**src/rtl/dram_sched_pkg.sv**
```systemverilog
// rtl/dram_sched_pkg.sv - shared types and constants for the DRAM read scheduler
package dram_sched_pkg;

  localparam int ADDR_W = 24;

  typedef enum logic {
    S_IDLE = 1'b0,
    S_REQ  = 1'b1
  } sched_state_t;

  // Bits needed to hold a credit count in the range 0..max_outstanding.
  function automatic int credit_width(input int max_outstanding);
    int w;
    w = 1;
    for (int i = 1; i < 31; i++) begin
      if ((1 << w) < (max_outstanding + 1)) begin
        w = w + 1;
      end
    end
    return w;
  endfunction

endpackage

```
**src/rtl/rr_arbiter.sv**
```systemverilog
// rtl/rr_arbiter.sv - combinational round-robin arbiter, search starts at i_ptr and wraps
module rr_arbiter #(
  parameter int N  = 8,
  parameter int IW = (N > 1) ? $clog2(N) : 1
) (
  input  logic [N-1:0]  i_req,
  input  logic [IW-1:0] i_ptr,
  output logic [N-1:0]  o_grant,
  output logic [IW-1:0] o_idx,
  output logic          o_any
);

  logic [IW-1:0] w_cand;

  // First requester at or after the pointer wins; the search wraps from N-1 to 0.
  always_comb begin
    o_grant = '0;
    o_idx   = '0;
    o_any   = 1'b0;
    w_cand  = '0;
    for (int i = 0; i < N; i++) begin
      w_cand = IW'((int'(i_ptr) + i) % N);
      if (!o_any && i_req[w_cand]) begin
        o_any          = 1'b1;
        o_grant[w_cand] = 1'b1;
        o_idx          = w_cand;
      end
    end
  end

endmodule

```
**src/rtl/dram_read_scheduler.sv**
```systemverilog
// rtl/dram_read_scheduler.sv - round-robin DRAM chunk-read issuer with per-voice credits; optional DRAM_SCHED_STATS_EN adds stat_issued/stat_stall
module dram_read_scheduler
  import dram_sched_pkg::*;
#(
  parameter int INSTRUMENT_COUNT = 8,
  parameter int MAX_OUTSTANDING  = 4
) (
  input  logic                                   clk,
  input  logic                                   rst,
  input  logic [INSTRUMENT_COUNT:0][ADDR_W-1:0]  addr_offsets,
  input  logic                                   addr_offsets_valid,
  input  logic [INSTRUMENT_COUNT-1:0]            trigger,
  input  logic [INSTRUMENT_COUNT-1:0]            chunk_consumed,
  input  logic                                   fifo_prog_full,
  output logic                                   req_valid,
  input  logic                                   req_ready,
  output logic [ADDR_W-1:0]                      req_addr,
  output logic [$clog2(INSTRUMENT_COUNT)-1:0]    req_instr,
  output logic [INSTRUMENT_COUNT-1:0]            voice_active
`ifdef DRAM_SCHED_STATS_EN
  ,
  output logic [31:0]                            stat_issued,
  output logic [31:0]                            stat_stall
`endif
);

  localparam int IDX_W  = $clog2(INSTRUMENT_COUNT);
  localparam int CRED_W = credit_width(MAX_OUTSTANDING);
  localparam logic [CRED_W-1:0] CRED_MAX = CRED_W'(MAX_OUTSTANDING);
  localparam logic [IDX_W-1:0]  IDX_LAST = IDX_W'(INSTRUMENT_COUNT - 1);

  sched_state_t r_state;
  sched_state_t w_next_state;

  logic [INSTRUMENT_COUNT-1:0] r_active;
  logic [ADDR_W-1:0]           r_next_addr [INSTRUMENT_COUNT];
  logic [CRED_W-1:0]           r_credit    [INSTRUMENT_COUNT];
  logic [IDX_W-1:0]            r_rr_ptr;
  logic [ADDR_W-1:0]           r_req_addr;
  logic [IDX_W-1:0]            r_req_instr;

  logic [INSTRUMENT_COUNT-1:0] w_eligible;
  logic [INSTRUMENT_COUNT-1:0] w_grant;
  logic [INSTRUMENT_COUNT-1:0] w_issue;
  logic [IDX_W-1:0]            w_grant_idx;
  logic                        w_any_eligible;
  logic                        w_pick;

  // A voice may be picked only while it still has chunks left and a free credit.
  always_comb begin
    w_eligible = '0;
    for (int i = 0; i < INSTRUMENT_COUNT; i++) begin
      w_eligible[i] = r_active[i] && (r_credit[i] != '0);
    end
  end

  rr_arbiter #(
    .N  (INSTRUMENT_COUNT),
    .IW (IDX_W)
  ) u_rr_arbiter (
    .i_req   (w_eligible),
    .i_ptr   (r_rr_ptr),
    .o_grant (w_grant),
    .o_idx   (w_grant_idx),
    .o_any   (w_any_eligible)
  );

  // Next-state logic: pick in S_IDLE when the FIFO has room, hold in S_REQ until accepted.
  always_comb begin
    w_next_state = r_state;
    w_pick       = 1'b0;
    case (r_state)
      S_IDLE: begin
        if (!fifo_prog_full && w_any_eligible) begin
          w_pick       = 1'b1;
          w_next_state = S_REQ;
        end
      end
      S_REQ: begin
        if (req_ready) begin
          w_next_state = S_IDLE;
        end
      end
      default: w_next_state = S_IDLE;
    endcase
  end

  assign w_issue = w_pick ? w_grant : '0;

  // FSM state register.
  always_ff @(posedge clk) begin
    if (rst) begin
      r_state <= S_IDLE;
    end else begin
      r_state <= w_next_state;
    end
  end

  // Latch the picked request and move the round-robin pointer past the winner.
  always_ff @(posedge clk) begin
    if (rst) begin
      r_req_addr  <= '0;
      r_req_instr <= '0;
      r_rr_ptr    <= '0;
    end else if (w_pick) begin
      r_req_addr  <= r_next_addr[w_grant_idx];
      r_req_instr <= w_grant_idx;
      r_rr_ptr    <= (w_grant_idx == IDX_LAST) ? '0 : w_grant_idx + IDX_W'(1);
    end
  end

  // Per-voice walk and credits; a trigger overrides an end-of-voice in the same cycle.
  always_ff @(posedge clk) begin
    if (rst) begin
      r_active <= '0;
      for (int i = 0; i < INSTRUMENT_COUNT; i++) begin
        r_next_addr[i] <= '0;
        r_credit[i]    <= CRED_MAX;
      end
    end else begin
      for (int i = 0; i < INSTRUMENT_COUNT; i++) begin
        if (trigger[i] && addr_offsets_valid) begin
          r_next_addr[i] <= addr_offsets[i];
          r_active[i]    <= addr_offsets[i] < addr_offsets[i+1];
        end else if (w_issue[i]) begin
          r_next_addr[i] <= r_next_addr[i] + ADDR_W'(1);
          if ((r_next_addr[i] + ADDR_W'(1)) == addr_offsets[i+1]) begin
            r_active[i] <= 1'b0;
          end
        end
        case ({w_issue[i], chunk_consumed[i]})
          2'b10: r_credit[i] <= r_credit[i] - CRED_W'(1);
          2'b01: begin
            if (r_credit[i] != CRED_MAX) begin
              r_credit[i] <= r_credit[i] + CRED_W'(1);
            end
          end
          default: ;
        endcase
      end
    end
  end

  assign req_valid    = (r_state == S_REQ);
  assign req_addr     = r_req_addr;
  assign req_instr    = r_req_instr;
  assign voice_active = r_active;

`ifdef DRAM_SCHED_STATS_EN
  logic [31:0] r_stat_issued;
  logic [31:0] r_stat_stall;

  // Count accepted requests and idle cycles lost to a near-full read FIFO.
  always_ff @(posedge clk) begin
    if (rst) begin
      r_stat_issued <= '0;
      r_stat_stall  <= '0;
    end else begin
      if (req_valid && req_ready) begin
        r_stat_issued <= r_stat_issued + 32'd1;
      end
      if ((r_state == S_IDLE) && w_any_eligible && fifo_prog_full) begin
        r_stat_stall <= r_stat_stall + 32'd1;
      end
    end
  end

  assign stat_issued = r_stat_issued;
  assign stat_stall  = r_stat_stall;
`endif

endmodule
```
**config.mk**
```make
export PLATFORM = sky130hd
export DESIGN_NAME = dram_read_scheduler
export DESIGN_NICKNAME = d
export VERILOG_FILES = /design/src/rtl/dram_sched_pkg.sv /design/src/rtl/rr_arbiter.sv /design/src/rtl/dram_read_scheduler.sv
export SDC_FILE = /design/constraint.sdc
export NUM_CORES = 1
export LEC_CHECK = 0
export ABC_AREA = 0
export BUFFER_PORTS_ARGS = -buffer_cell sky130_fd_sc_hd__buf_2
export CAP_MARGIN = 0
export CORE_AREA = 2 2 290 292
export CTS_CLUSTER_DIAMETER = 80
export DETAILED_ROUTE_END_ITERATION = 16
export DIE_AREA = 0 0 292 294
export SLEW_MARGIN = 40
export SYNTH_ARGS = -nofsm -noshare
export SYNTH_HDL_FRONTEND = slang
export SYNTH_SLANG_ARGS = --single-unit
```
**constraint.sdc**
```tcl
create_clock -name clk -period 5 [get_ports clk]
set_clock_uncertainty 0.15 [all_clocks]
set_input_delay 1 -clock clk [delete_from_list [all_inputs] [get_ports clk]]
set_output_delay 1 -clock clk [all_outputs]
set_load 0.005 [all_outputs]
```
Word level (Yosys, flattened, before mapping):

Memories as Yosys holds them, arrays and structs flattened. A register that Yosys moved wholly into a read port is not among the register bits.
Index checks and enable logic that the tools add are counted.

* output and inout bits: 36
* bits in latches: 0
* memories: 2
* input bits: 237
* ROM bits: 0
* logic and storage cells: 446
* flip-flop bits (word level): 15
* bits in writable memories: 216

* $add $sub $neg: 32
* bitwise logic cells: 40
* mux-type cells: 232
* $lt $le $gt $ge: 24
* $mul: 0
* reduce and logical (&&, ||, !) cells: 72
* div/mod/pow operators: 0
* equality and inequality tests: 33
* shifts and indexed selects: 0

Memories
* r_next_addr: words 8, bits a word 24, rd ports 9, clocked after memory_dff 1, wr ports 8, line dram_read_scheduler.sv:36 `logic [ADDR_W-1:0] r_next_addr [INSTRUMENT_COUNT];`
* r_credit: words 8, bits a word 3, rd ports 8, clocked after memory_dff 0, wr ports 8, line dram_read_scheduler.sv:37 `logic [CRED_W-1:0] r_credit [INSTRUMENT_COUNT];`

Operators with widths (number)
* two-way mux 24 bit: 16
* adder 24 x 1 -> 24 bit (second input constant): 8
* == test 24 bit: 8
* < comparator 24 bit: 8
* two-way mux 1 bit: 165
* two-way mux 3 bit: 25
* two-way mux 8 bit: 9
* bitwise OR 8 bit: 7
* logical AND 1 bit: 32
* < comparator 3 x 4 -> 1 bit (second input constant): 8
* bitwise OR 1 bit: 32
* nonzero test 2 bit: 16
* adder 3 x 1 -> 3 bit (second input constant): 10
* binary-select mux 1 bit (select 3 bit): 8
* demux 1 bit (select 3 bit): 8
* greater-or-equal comparator 3 x 1 -> 1 bit (second input constant): 8
* != test 3 bit (second input constant): 8
* nonzero test 3 bit: 8
* subtractor 3 x 1 -> 3 bit (second input constant): 8
* == test 2 x 1 -> 1 bit (second input constant): 8
* == test 2 bit (second input constant): 8
* AND reduction 2 bit: 8
* adder 3 bit (second input constant): 4
* logical NOT 1 bit: 8
* 4 further kinds: 5

Longest topological paths before layout:

* word-level depth: 36
* gate-level depth with buffers: 22
* gate-level depth less buffers: 16

Hierarchy:

Synthesis repeated with hierarchy kept, for this count alone.

* cells, all modules: 3045
* area, all modules: 26455.4 um^2

By module, submodules not included
* dram_read_scheduler: area each 25175.4 um^2, instances 1, seq. area each 7267.0 um^2, cells each 2902
* rr_arbiter: area each 1280.0 um^2, instances 1, seq. area each 0.0 um^2, cells each 143

Worst setup path before layout:

No wires, ideal clock.

* path type: register to register
* from: reg r_rr_ptr[0]
* to: mem r_credit[0][2] (netlist name) (data pin)
* arrival: 4.618 ns
* period minus slack after synthesis: 5.047 ns
* cell stages (with the launch flop): 22
* setup time: 0.279 ns
* path slack: -0.047 ns
* buffers on the path: 5
* data required time: 4.571 ns
* path through: dfxtp_1 > inv_1 > buf_2 > clkbuf_1 > ha_1 > buf_2 > inv_2 > buf_6 > a32oi_1 > mux4_2 > and2_1 > and3_1 > buf_2 > a222oi_1 > nand2_1 > a221oi_2 > nand2_1 > a21oi_1 > nand2_1 > fa_1 > o311ai_0 > o311ai_1

RTL lines
* start, declared: line dram_read_scheduler.sv:38 `logic [IDX_W-1:0] r_rr_ptr;`
* start signal, assigned: line dram_read_scheduler.sv:108 `r_rr_ptr <= (w_grant_idx == IDX_LAST) ? '0 : w_grant_idx + IDX_W'(1);`
* end, declared: line dram_read_scheduler.sv:37

==> run summary <==
status - finished clean
Slew Limit Fails - 0
Pleak - 11.4 nW
initial DRC count - 1882
Pre-antenna DRT Iters - 8
largest family of logic cells by synthesized area - simple AND/OR/NAND/NOR gates
WP data arrival - 4.81 ns
RSZ-0062 raised after global routing - false
routed metal-1 wirelength - 41.4 mm
relative slew slack - 0.471
Synth Area per Inst - 8.48 um^2
gr ovfl total - 0
sum of negative setup slack - 0 ns
Core Area - 82900 um^2
crit-path max FO - 19
final worst setup slack - 0.319 ns
pin count of the biggest net entering global routing - 100
number of core rows - 106
P&R area growth vs syn - 15.5%
most numerous cell in the Yosys netlist - nor2_1
GPL Wtd Cong - 0.930
crit path launch type - flop
Setup CP Type - reg2reg
Antenna Violating Nets Remaining - 0
Seq cells post-synth - 255
HPWL after detailed placement - 75.6 mm
fmax - 214 MHz
H-tree depth - 2
initial core utilization - 0.297
Synth Area in Compound Gates - 0.161
DR vias - 22.9k
share of cells above drive strength 1 - 0.132
clk_lat worst skew - 0.56 ns
hold_sp - req_addr[0]
Design Area, Final - 28400 um^2
Final Cycle Share - 0.936
Cell Area, Placed - 27300 um^2
Routed WL - 95.4 mm
placed insts - 4166
Max Cap Viol - 0
drt drc - 0
Port Buffer Count - 272
Fin. Hold Viols - 0
CTS tree - done
Ports - 273
ranking of synthesized cells by area - edfxtp_1 (26%), ha_1 (10%), xnor2_1 (8.7%)
CTS Buffer Depth - 3
synthesized instance count - 2903
asr flop ratio synth - 0
CTS clock-pin slew for the worst setup and hold paths - 0.06 ns
Final min period - 4.68 ns
Critical Path RT - 5.12 ns
DR WL met3 - 7.54 mm
Die ar. - 85800 um^2
Die Ht - 294 um
area leader, netlist - edfxtp_1
Yosys warning count - 0
worst slew pin tran - 0.794 ns
Num CTS Buffers - 34
via density per instance - 5.41
nets@finish - 3569
mux cell area share after synthesis - 0.0309
worst r2r path cells - 15
Synth Area in XOR/XNOR - 0.133
synthesized area - 24600 um^2
library cells used by synthesis - 80
Post-Synth Simple-Gate Area - 0.213
Top FF cell, synth - edfxtp_1
dpl ws - 0.353 ns
most frequent cells after synthesis - nor2_1 (257), xnor2_1 (246), edfxtp_1 (216), inv_1 (211), ha_1 (203)
global routing usage summed across all routing layers - 0.215
vias in the first global route - 21.5k
Die W - 292 um
fillers - 8559
power per cell area - 378 nW/um^2
initial antenna violation count - 16
top sig layer - met5
Worst R2R Start - r_rr_ptr[1]
DR WL met2 - 42.5 mm
root buf cell - clkbuf_16
post-synthesis adder-cell area fraction - 0.109
worst vdd ir - 0.000310 V
register area share after synthesis - 0.295
fin cells - 4232
Worst Hold Path Cells - 1
Critical R2R Capture - r_credit[0][2]
Routed WL per cell - 22.5 um
Hold Path End - req_addr[0]
final setup fails - 0
Min-Delay Path Class - reg2reg
flop2flop setup slack - 0.32 ns
first-pass GRT wire length - 139 mm
Hold-fix buffers, CTS - 0
Post-synth EDFFs - 216
syn nets - 3350
Synth top area share - 0.263
Sink Count - 255
Setup crit end kind - flop
-- power breakdown --
group	switching (W)	internal (W)	leakage, nW
sequential	0.000571	0.00279	2.60
combinational	0.00304	0.00178	8.29
clock	0.00104	0.00153	0.553
total	0.00464	0.00610	11.4
-- cell usage in the layout, fill, tap and decap left out, types with 70 or more instances in the layout --
cell type,netlist,routed
a21oi_1,194,194
buf_2,21,271
xnor2_1,246,246
nor2_1,257,257
a21o_1,70,70
o21ai_0,74,74
nand2_1,188,188
ha_1,203,203
a211oi_1,95,95
nor3_1,151,149
nand4_1,79,79
edfxtp_1,216,216
xor2_1,128,128
inv_1,211,211
nand3_1,116,116
-- per-stage QoR --
stage / power [W] / hold slack (ns) / util
5_1_grt: 0.0113 / 0.351 / 0.343
2_1_floorplan: 0.00633 / 0.328 / -
6_report: 0.0107 / 0.330 / 0.343
4_1_cts: 0.0107 / 0.333 / 0.343
3_5_place_dp: 0.00812 / 0.317 / 0.329
3_3_place_gp: 0.00807 / 0.313 / 0.329
-- cell type report --
type,instances,area [um^2],share of cell area
multi-input combinational,2291,16000,0.564
sequential,255,7270,0.256
timing repair buffer,326,1840,0.0648
tap,1080,1350,0.0475
clock buffer,46,970,0.0341
inverter,214,803,0.0282
clock inverter,16,166,0.00585
antenna,4,10.0,0.000352
-- cells by family after synthesis --
group | after synthesis
AO/OA/AOI/OAI | 590
AND/OR/NAND/NOR | 1056
buffers and inverters | 357
multiplexers | 61
adder cells (fa/ha/maj) | 210
XOR/XNOR | 374
flip-flops | 255
-- metal layers --
layer  GRT usage  up-vias
met5           0        -
met4      0.0891       18
met3      0.0441      182
met2       0.337      928
met1       0.287    10800
li1            -    10900
-- what timing repair did --
item                                    CTS  global route
endpoints found under the setup margin    0             1
buffers inserted                          0             0
resized for setup                         0             2
-- critical path, stage by stage (launching register included) --
cell	delay [ns]
dfxtp_1	0.33
buf_4	0.27
ha_1	0.35
xor2_1	0.36
mux4_2	0.49
and2_1	0.22
and3_1	0.24
a222oi_1	0.36
nand2_1	0.21
a221oi_4	0.35
nand2_1	0.08
a21oi_1	0.22
nand2_1	0.11
fa_1	0.40
o311ai_0	0.10
o311ai_1	0.15
-- worst max-delay path by stage --
stage,start,endpoint
2_1_floorplan,r_rr_ptr[0],r_credit[0][2]
6_report,r_rr_ptr[1],r_credit[0][2]
3_5_place_dp,r_rr_ptr[1],r_credit[0][2]
3_3_place_gp,r_rr_ptr[1],r_credit[0][5]
5_1_grt,r_rr_ptr[1],r_credit[0][2]
4_1_cts,r_rr_ptr[1],r_credit[0][2]
-- sequential cells by signal, summed over array words and instances, names as in the netlist --
register      flops
r_next_addr     192
r_credit         24
req_addr         24
voice_active      8
r_rr_ptr          3
req_instr         3
req_valid         1
Note: power is estimated with default switching activity, not from simulation.
